==> src/rtl/imm_extend_pipe_pkg.sv <==
// Shared definitions for the immediate-extension unit: mode encodings and default widths.
// Purely combinational constants, no latency or backpressure of its own.
// Imported by imm_ext_core and imm_extend_pipe.
package imm_extend_pipe_pkg;

    typedef enum logic [1:0] {
        IMM_ZERO   = 2'b00,
        IMM_SIGN   = 2'b01,
        IMM_UPPER  = 2'b10,
        IMM_BRANCH = 2'b11
    } imm_mode_e;

    localparam int IMM_IN_W  = 16;
    localparam int IMM_OUT_W = 32;

endpackage

==> src/rtl/imm_ext_core.sv <==
// Combinational immediate extender (zero / sign / upper / branch), shared with the jump-target path.
// Latency: zero cycles, purely combinational.
// Backpressure: none; the caller owns all flow control.
module imm_ext_core
    import imm_extend_pipe_pkg::*;
#(
    parameter int IN_W  = IMM_IN_W,
    parameter int OUT_W = IMM_OUT_W
) (
    input  logic [IN_W-1:0]  imm,
    input  logic [1:0]       mode,
    output logic [OUT_W-1:0] ext
);

    localparam int PAD = OUT_W - IN_W;

    logic [OUT_W-1:0] zext;
    logic [OUT_W-1:0] sext;

    assign zext = {{PAD{1'b0}}, imm};
    assign sext = {{PAD{imm[IN_W-1]}}, imm};

    always_comb begin
        ext = zext;
        unique case (imm_mode_e'(mode))
            IMM_ZERO:   ext = zext;
            IMM_SIGN:   ext = sext;
            IMM_UPPER:  ext = {imm, {PAD{1'b0}}};
            // Word-scaled offset: the two sign bits shifted out are dropped.
            IMM_BRANCH: ext = {sext[OUT_W-3:0], 2'b00};
        endcase
    end

endmodule

==> src/rtl/imm_extend_pipe.sv <==
// Registered immediate extension for decode, buffered in a DEPTH-entry result FIFO (optional stats: IMM_EXT_STATS_EN).
// Latency: 1 cycle from accept to out_valid when the buffer is empty.
// Backpressure: valid/ready; in_ready is derived only from the registered count, so no path from out_ready.
module imm_extend_pipe
    import imm_extend_pipe_pkg::*;
#(
    parameter int IN_W  = IMM_IN_W,
    parameter int OUT_W = IMM_OUT_W,
    parameter int DEPTH = 2
) (
    input  logic             clk,
    input  logic             rst,
    input  logic             in_valid,
    output logic             in_ready,
    input  logic [IN_W-1:0]  imm,
    input  logic [1:0]       mode,
    output logic             out_valid,
    input  logic             out_ready,
    output logic [OUT_W-1:0] out_data,
    output logic [1:0]       out_mode
`ifdef IMM_EXT_STATS_EN
    ,
    output logic [15:0]      stat_xfers,
    output logic [15:0]      stat_stall
`endif
);

    localparam int             PW       = $clog2(DEPTH);
    localparam logic [PW:0]    CNT_FULL = (PW+1)'(DEPTH);

    logic [PW-1:0]    wr_ptr;
    logic [PW-1:0]    rd_ptr;
    logic [PW:0]      count;
    logic [OUT_W-1:0] mem_data [DEPTH];
    logic [1:0]       mem_mode [DEPTH];
    logic [OUT_W-1:0] ext;
    logic             push;
    logic             pop;

    imm_ext_core #(
        .IN_W  (IN_W),
        .OUT_W (OUT_W)
    ) u_core (
        .imm  (imm),
        .mode (mode),
        .ext  (ext)
    );

    assign in_ready  = (count != CNT_FULL);
    assign out_valid = (count != '0);
    assign push      = in_valid && in_ready;
    assign pop       = out_valid && out_ready;
    assign out_data  = mem_data[rd_ptr];
    assign out_mode  = mem_mode[rd_ptr];

    always_ff @(posedge clk) begin
        if (rst) begin
            wr_ptr <= '0;
            rd_ptr <= '0;
            count  <= '0;
        end else begin
            if (push) wr_ptr <= wr_ptr + 1'b1;
            if (pop)  rd_ptr <= rd_ptr + 1'b1;
            case ({push, pop})
                2'b10:   count <= count + 1'b1;
                2'b01:   count <= count - 1'b1;
                default: count <= count;
            endcase
        end
    end

    // Only entry 0 is cleared so the idle output reads zero after reset.
    always_ff @(posedge clk) begin
        if (rst) begin
            mem_data[0] <= '0;
            mem_mode[0] <= '0;
        end else if (push) begin
            mem_data[wr_ptr] <= ext;
            mem_mode[wr_ptr] <= mode;
        end
    end

`ifdef IMM_EXT_STATS_EN
    always_ff @(posedge clk) begin
        if (rst) begin
            stat_xfers <= '0;
            stat_stall <= '0;
        end else begin
            if (push && stat_xfers != 16'hFFFF)
                stat_xfers <= stat_xfers + 16'd1;
            if (in_valid && !in_ready && stat_stall != 16'hFFFF)
                stat_stall <= stat_stall + 16'd1;
        end
    end
`endif

endmodule

==> config.mk <==
export PLATFORM = sky130hd
export DESIGN_NAME = imm_extend_pipe
export DESIGN_NICKNAME = d
export VERILOG_FILES = /design/src/rtl/imm_extend_pipe_pkg.sv /design/src/rtl/imm_ext_core.sv /design/src/rtl/imm_extend_pipe.sv
export SDC_FILE = /design/constraint.sdc
export NUM_CORES = 1
export LEC_CHECK = 0
export ABC_CLOCK_PERIOD_IN_PS = 3300
export CELL_PAD_IN_SITES_DETAIL_PLACEMENT = 1
export CELL_PAD_IN_SITES_GLOBAL_PLACEMENT = 1
export CORE_UTILIZATION = 42
export DETAILED_ROUTE_END_ITERATION = 7
export GPL_TIMING_DRIVEN = 0
export HOLD_SLACK_MARGIN = 0.15
export PLACE_DENSITY = 0.8
export SETUP_SLACK_MARGIN = 0.15
export SLEW_MARGIN = 15
export SYNTH_ARGS = -nofsm -noshare
export SYNTH_HDL_FRONTEND = slang
export SYNTH_SLANG_ARGS = --single-unit
==> constraint.sdc <==
create_clock -name clk -period 3.3 [get_ports clk]
set_input_delay 0.66 -clock clk [delete_from_list [all_inputs] [get_ports clk]]
set_output_delay 0.66 -clock clk [all_outputs]
set_load 0.02 [all_outputs]
* Word level (Yosys, flattened, before mapping)
Memories as Yosys holds them, arrays and structs flattened. A register that Yosys moved wholly into a read port is not among the register bits. Cells that the tools add are included.
Storage, ports and cells: bits in registers 4, bits in latches 0, bits in writable memories 68, bits in read-only memories 0, input port bits 22, output and inout port bits 36, logic and storage cells 39, memories kept 2
Memories:
- mem_data | words 2, bits a word 32, rd ports 1, clocked after Yosys merged registers in 1, write ports 1, line imm_extend_pipe.sv:34 | logic [OUT_W-1:0] mem_data [DEPTH];
- mem_mode | words 2, bits a word 2, rd ports 1, clocked after Yosys merged registers in 1, write ports 1, line imm_extend_pipe.sv:35 | logic [1:0] mem_mode [DEPTH];
Operators by class: $add $sub $neg 4, multiply operators 0, divide/modulo/power cells 0, $lt $le $gt $ge 0, equality and inequality tests 6, shift operators 0, muxes and demuxes 17, bitwise gates (word level) 0, reduce and logical (&&, ||, !) cells 7
Operators by type and width (number):
- 32-bit one-hot mux with 4 select lines | 1
- 32-bit 2-to-1 mux | 1
- 32-bit OR reduction | 1
- 1-bit 2-to-1 mux | 13
- 2-bit equality test, second input constant | 3
- 2-bit by 1-bit equality test with 1-bit output, second input constant | 2
- 2-bit one-hot mux with 2 select lines | 1
- 2-bit nonzero test | 2
- 1-bit adder, second input constant | 2
- 2-bit by 1-bit adder with 2-bit output, second input constant | 1
- 1-bit logical AND | 2
- 2-bit logical NOT | 1
- 2-bit 2-to-1 mux | 1
- 2-bit inequality test, second input constant | 1
- 2-bit OR reduction | 1
- 2-bit by 1-bit subtractor with 2-bit output, second input constant | 1

* Logic depth before layout (Yosys ltp)
Gate-level depths: netlist of the first run.
depth after elaboration 7, mapped depth 6, depth with buffers taken out 6

* Modules after synthesis
Synthesis of the first run repeated with hierarchy kept, for this count alone.
Second synthesis, totals: cells, all modules 213, area total of the unflattened synthesis 3288.2 sq um
By module, submodules not included:
- imm_extend_pipe | instances 1, cells each 171, area an instance 2922.8 sq um, sequential area each 2142.1 sq um
- imm_ext_core | instances 1, cells each 42, area an instance 365.4 sq um, sequential area each 0.0 sq um

* Worst setup path before layout of the first run
No wires, ideal clock.
path type input-to-reg, from input port rst, to memory mem_data[1][0] (netlist bit) (enable), library setup time 0.425 ns, data arrival time 2.456 ns, data required time 2.875 ns, path slack 0.419 ns, stages on the path 3, buffers on the path 1, path through nand3b_4 > buf_2 > nor2_1
Between the ends: word-level cells in the longest chain between the ends 4, elaborated cells on any way between the ends 7, those cells by class 6 x mux; 1 x reduce/logical
RTL lines:
- start, declared | line imm_extend_pipe.sv:12 | input logic rst,
- 1-bit 2-to-1 mux | line imm_extend_pipe.sv:74 | if (rst) begin
- 1-bit 2-to-1 mux (implied by the code) | line imm_extend_pipe.sv:78 | mem_data[wr_ptr] <= ext;
- 32-bit OR reduction (no source line)
- 1-bit 2-to-1 mux (no source line)
- end, declared | line imm_extend_pipe.sv:34
Parallel ways exist; a longest one is shown, timed or not.

==> results.toml, run 1 <==
[drt]
drt_drc_violations_left = 0
num_vias = 1953
drt.antenna.violating_nets = 0
post_drt_wl_per_cell_um = 18.7
wirelength_um = 7100
first_pass_iters = 4
viasPerCell = 5.14
dr.first_iter.drc_count = 75

[placement]
pre_cts_slack_ns = 0.560
hpwlAfterDp_um = 5010
placed_area_mm2 = 0.00384
portBuffers = 57
gp_congestion = 0.753

[cells_and_area]
utilization_pct = 58.5
seqCellArea_mm2 = 0.00214
drive_gt1_share_pct = 23.6
fill_cells = 679
fin_nets = 302
multiInputGateArea_um2 = 890
area_growth_pct = 31.6
antenna_cells = 0
fin_area_mm2 = 0.00406

[global_route]
grt_pass1_vias = 2006
grt_usage_pct = 19.9
grt_start_max_net_pins = 21
grt_overflow = 0
antenna_found_initial = 0
grt_pass1_wl_um = 10800

[cts]
clock_latency_ns = 0.36
cts_tree = "built"
cts-hold-fix-buffers = 0
cts_made_buffers = 9
clk_pin_slew_ns = 0.08
post_cts_buffers = 0
numClockSinks = 73
cts_resized = 0
cts_max_level = 3
root_buffer = "clkbuf_8"
clockBufferDepth = 2

[timing]
finalMaxSlewViolations = 0
relSlewSlack_pct = 59.7
grt_setup_unrepaired = "false"
tightestPinTransition_ns = 0.603
finalCritPeriodShare_pct = 84.2
skew_ns = 0.00856
fmax_mhz = 360
final_hold_viol_count = 0
finalSetupViolCount = 0
fin_ws_ns = 0.520
min_period_ns = 2.78

[floorplanning]
ioPinCount = 58
core_area_mm2 = 0.00694
dieArea_mm2 = 0.00770
die_x_um = 87.7
start_util_pct = 44.5
fp-row-count = 30
die_y_um = 87.7

[critical_path]
rr_worst_depth = 5
crit_arrival_ns = 2.12
critical_path_required_ns = 2.64
r2r-start = "count[0]$_SDFFE_PP0P_"
cpPeakStageDelay_ns = 0.55
crit_chain = "buf_2 > buf_2 > mux2_2 > clkdlybuf4s50_1"
crit_type = "flip-flop to primary output"
cp-start-kind = "flip-flop"
r2r-end = "mem_data[1][16]$_DFFE_PP_"
critical_path.top_delay_family = "buffers and inverters"
path_buf_inv = 3
critPathSlowestCell = "clkdlybuf4s50_1"
crit_path_end_kind = "primary output"
reg2reg_slack_ns = 1.26
path_max_fanout = 10
crit_top_cell = "buf_2"

[logic_synthesis]
synth_seq_area_share_pct = 69.4
synth_area_mm2 = 0.00309
synth_largest_area_cell = "edfxtp_1"
synth_area_per_cell_um2 = 14.8
synth_cell_types = 26
ys_warn_count = 0
synth_fp_nets = 232
synth_top_area_share_pct = 66.1
postSynthCellCount = 209
synth_area_leaders = "edfxtp_1, mux2_2, a22oi_1"
ys_seq_elements = 73

[worst_hold_path]
whs_endpoint = "rd_ptr$_SDFFE_PP0P_"
worstHoldStart = "rd_ptr$_SDFFE_PP0P_"
hold_path.class = "flip-flop to flip-flop"
holdPathStages = 2

[power_and_ir_drop]
ir_drop_v = 0.000380
power_density_mw_per_mm2 = 750
leakage_nw = 1.45

[job]
maxCapViolations = 0

[status]
status = "complete, no violations"
-- layout by cell type, fill, tap and decap left out, drive strengths merged, types with 2 or more instances in the layout --
| cell type | n |
|---|---|
| a22oi | 15 |
| clkinv | 4 |
| o21ai | 2 |
| nand2 | 16 |
| xnor2 | 2 |
| dfxtp | 5 |
| clkdlybuf4s50 | 57 |
| clkbuf | 11 |
| bufinv | 2 |
| nand2b | 2 |
| a21oi | 16 |
| mux2 | 35 |
| inv | 3 |
| buf | 11 |
| edfxtp | 68 |
| nor2 | 22 |
| nor3b | 2 |
-- layer usage --
metal  vias up  GRT usage (%)  wire, µm
met5         -              0         0
met4         0           8.20       139
met3        12           5.28       244
met2        48           33.1      3610
met1       973           24.7      3100
li1        920              -         -
-- synthesized netlist by cell type, drive strengths merged --
cell,n
and2,1
edfxtp,68
nand2,16
nor2,22
xor2,1
ha,1
nor3b,2
nand3b,1
nand3,1
a22oi,15
or3,1
clkbuf,2
a21oi,16
and2b,1
nand2b,2
buf,9
o21a,1
a21o,1
or2,1
mux2,35
dfxtp,5
xnor2,2
o21ai,2
inv,3
-- where the power goes --
part	switching, W	internal [W]
Sequential	0.0000473	0.00115
Clock	0.000346	0.000425
Combinational	0.000542	0.000537
Total	0.000935	0.00211
-- through the flow --
step / power, W / instances / setup TNS [ns] / hold WS (ns)
6_report: 0.00305 / 380 / 0 / 0.538
5_1_grt: 0.00317 / 380 / 0 / 0.567
4_1_cts: 0.00307 / 380 / 0 / 0.543
3_5_place_dp: 0.00230 / 364 / 0 / 0.523
3_3_place_gp: 0.00225 / 362 / -34.88 / 0.498
2_1_floorplan: 0.00183 / 209 / 0 / 0.481
-- worst max path at each step --
stage              start                   endpoint  slack, ns  depth (start not counted)
6_report       flip-flop               out_data[30]       0.52                          4
5_1_grt        flip-flop               out_data[30]       0.44                          4
4_1_cts        flip-flop               out_data[30]       0.50                          4
3_5_place_dp         rst  mem_data[1][29]$_DFFE_PP_       0.56                          5
3_3_place_gp         rst  mem_data[1][23]$_DFFE_PP_      -1.03                          4
2_1_floorplan        rst   mem_data[1][0]$_DFFE_PP_       0.42                          3
-- flip-flops by register name, summed over array words and instances, names as in the netlist, named ones only --
signal / count
mem_mode: 4
count: 2
wr_ptr: 1
mem_data: 64
rd_ptr: 1
-- layout make-up --
type,count,area share (%)
sequential,73,52.7
multi-input combinational,122,21.9
timing repair buffer,59,15.4
clock buffer,9,3.05
tap,96,2.96
clock inverter,7,2.34
buffer,11,1.36
inverter,3,0.277
-- worst min-delay path, cell delays in order, from the launching register on --
cell     delay, ns
dfxtp_1       0.33
xnor2_1       0.09
nor2_1        0.08
-- logic make-up (layout without fill, tap and decap cells) --
| family | Yosys count | count (layout) | share of synthesized area [%] |
|---|---|---|---|
| AOI/OAI and AO/OA | 35 | 35 | 7.05 |
| DFF | 73 | 73 | 69.4 |
| and+or+nand+nor | 48 | 48 | 7.42 |
| xor gates and xnor gates | 3 | 3 | 0.851 |
| adders and majority gates | 1 | 1 | 0.405 |
| muxes | 35 | 35 | 12.8 |
| buffers and inverters | 14 | 89 | 2.15 |
No activity file was read; power rests on OpenSTA's default activity.
==> run 2: changes to the inputs <==
- ABC_CLOCK_PERIOD_IN_PS: 3300 -> 2400
- CORE_UTILIZATION: 42 -> 38
- PLACE_DENSITY: 0.8 -> 0.77
- clock period: 3.3 -> 2.4 ns (I/O delays scaled with it)
==> results.toml, run 2 (synthesis results as in run 1) <==
[power_and_ir_drop]
power_switching_w = 0.00124
power_frac_clock_pct = 24.8
swShare_pct = 30.6
ir_drop_v = 0.000395
power_density_mw_per_mm2 = 993
power_frac_comb_pct = 34.6
seqPwrFrac_pct = 40.5
fin_total_pwr_w = 0.00405
p_int_w = 0.00281
leakage_nw = 1.57

[drt]
first_pass_iters = 4
viasPerCell = 4.98
num_vias = 1928
wirelength_um = 6740
drt_drc_violations_left = 0
dr.first_iter.drc_count = 109
drt.antenna.violating_nets = 0
post_drt_wl_per_cell_um = 17.4

[critical_path]
rr_worst_depth = 4
r2r-end = "mem_data[0][6]$_DFFE_PP_"
critical_path.top_delay_family = "buffers and inverters"
path_buf_inv = 2
path_max_fanout = 7
cp-start-kind = "flip-flop"
critical_path_required_ns = 1.92
crit_path_end_kind = "primary output"
worst-path-stages = 3
r2r-start = "count[0]$_SDFFE_PP0P_"
crit_type = "flip-flop to primary output"
crit_chain = "buf_6 > mux2_2 > clkdlybuf4s50_1"
crit_arrival_ns = 1.71
cpPeakStageDelay_ns = 0.53
critPathSlowestCell = "clkdlybuf4s50_1"
reg2reg_slack_ns = 0.73

[global_route]
grt_pass1_wl_um = 10700
grt_start_max_net_pins = 20
grt_pass1_vias = 2041
grt_usage_pct = 17.2
grt_overflow = 0
antenna_found_initial = 0

[floorplanning]
die_x_um = 92.1
core_area_mm2 = 0.00781
start_util_pct = 39.6
die_y_um = 92.1
dieArea_mm2 = 0.00849
ioPinCount = 58
fp-row-count = 32

[timing]
final_hold_viol_count = 0
tightestPinTransition_ns = 0.498
min_period_ns = 2.19
finalCritPeriodShare_pct = 91.1
grt_setup_unrepaired = "false"
skew_ns = 0.00926
fmax_mhz = 457
holdWs_ns = 0.562
relSlewSlack_pct = 66.8
finalSetupViolCount = 0
fin_ws_ns = 0.213
finalMaxSlewViolations = 0

[cts]
clk_pin_slew_ns = 0.07
cts_max_level = 3
cts_made_buffers = 9
numClockSinks = 73
clockBufferDepth = 2
clock_latency_ns = 0.34
root_buffer = "clkbuf_8"
cts_tree = "built"

[cells_and_area]
top_register = "mem_data"
fin_cells = 387
antenna_cells = 0
final_common_cell = "edfxtp_1"
largest_reg_flops = 64
drive_gt1_share_pct = 23.2
fin_area_mm2 = 0.00408
multiInputGateArea_um2 = 890
area_growth_pct = 32.0
top_regs = "mem_data x64, mem_mode x4, count x2"
fill_cells = 784
final_cell_mix = "edfxtp_1, mux2_2, dlygate4sd2_1, clkdlybuf4s50_1, nor2_1"
seqCellArea_mm2 = 0.00214
fin_nets = 303

[placement]
pre_cts_slack_ns = -0.124
placed_area_mm2 = 0.00385
gp_congestion = 0.841
portBuffers = 57
placed_cells = 370
hpwlAfterDp_um = 4660

[job]
maxCapViolations = 0

[worst_hold_path]
hold_path.class = "flip-flop to flip-flop"
worstHoldStart = "rd_ptr$_SDFFE_PP0P_"
holdPathStages = 2

[status]
status = "complete, no violations"
-- run 2: area by class of cell --
class | count | share of cell area (%)
Sequential cell | 73 | 52.5
Multi-Input combinational cell | 122 | 21.8
Timing Repair Buffer | 60 | 15.0
Tap cell | 102 | 3.13
Clock buffer | 9 | 3.04
Clock inverter | 7 | 2.09
Buffer | 11 | 2.06
Inverter | 3 | 0.276
-- run 2: worst min-delay path, delay by kind of cell, from the launching register on --
kind,cells,cell delay (ns)
xor+xnor,1,0.10
flops,1,0.32
simple gates,1,0.10
-- run 2: what timing repair did --
item,CTS,global route
hold endpoints to repair,0,0
gates resized for setup,37,4
pin swaps,0,1
endpoints found under the setup margin,31,42
hold buffers,0,0
buffers inserted,0,1
-- run 2: layer usage --
metal / wire, µm / track usage, % / up-vias
met1: 2860 / 21.1 / 947
met2: 3500 / 28.9 / 45
met4: 136 / 7.42 / 0
met5: 0 / 0 / -
li1: - / - / 925
met3: 244 / 4.23 / 11
-- run 2: power groups by stage --
stage / sequential (W) / clock, W / combinational (W)
floorplan: 0.00165 / 0 / 0.000866
global placement: 0.00166 / 0 / 0.00144
detailed placement: 0.00167 / 0 / 0.00149
CTS: 0.00164 / 0.00103 / 0.00141
global route: 0.00166 / 0.00107 / 0.00150
finish: 0.00164 / 0.00101 / 0.00140
-- run 2: worst max-delay path by stage --
stage | endpoint | slack (ns)
2_1_floorplan | mem_data[1][0]$_DFFE_PP_ | 0.21
3_3_place_gp | mem_data[1][12]$_DFFE_PP_ | -0.84
3_5_place_dp | mem_data[1][14]$_DFFE_PP_ | -0.12
4_1_cts | out_data[12] | 0.18
5_1_grt | out_data[31] | 0.15
6_report | out_data[31] | 0.21
-- run 2: through the flow --
step                utilization (%)  setup TNS, ns
CTS                            51.8              0
global route                   52.2              0
finish                         52.2              0
global placement               48.5         -42.91
detailed placement             49.3          -2.32
floorplan                         -              0
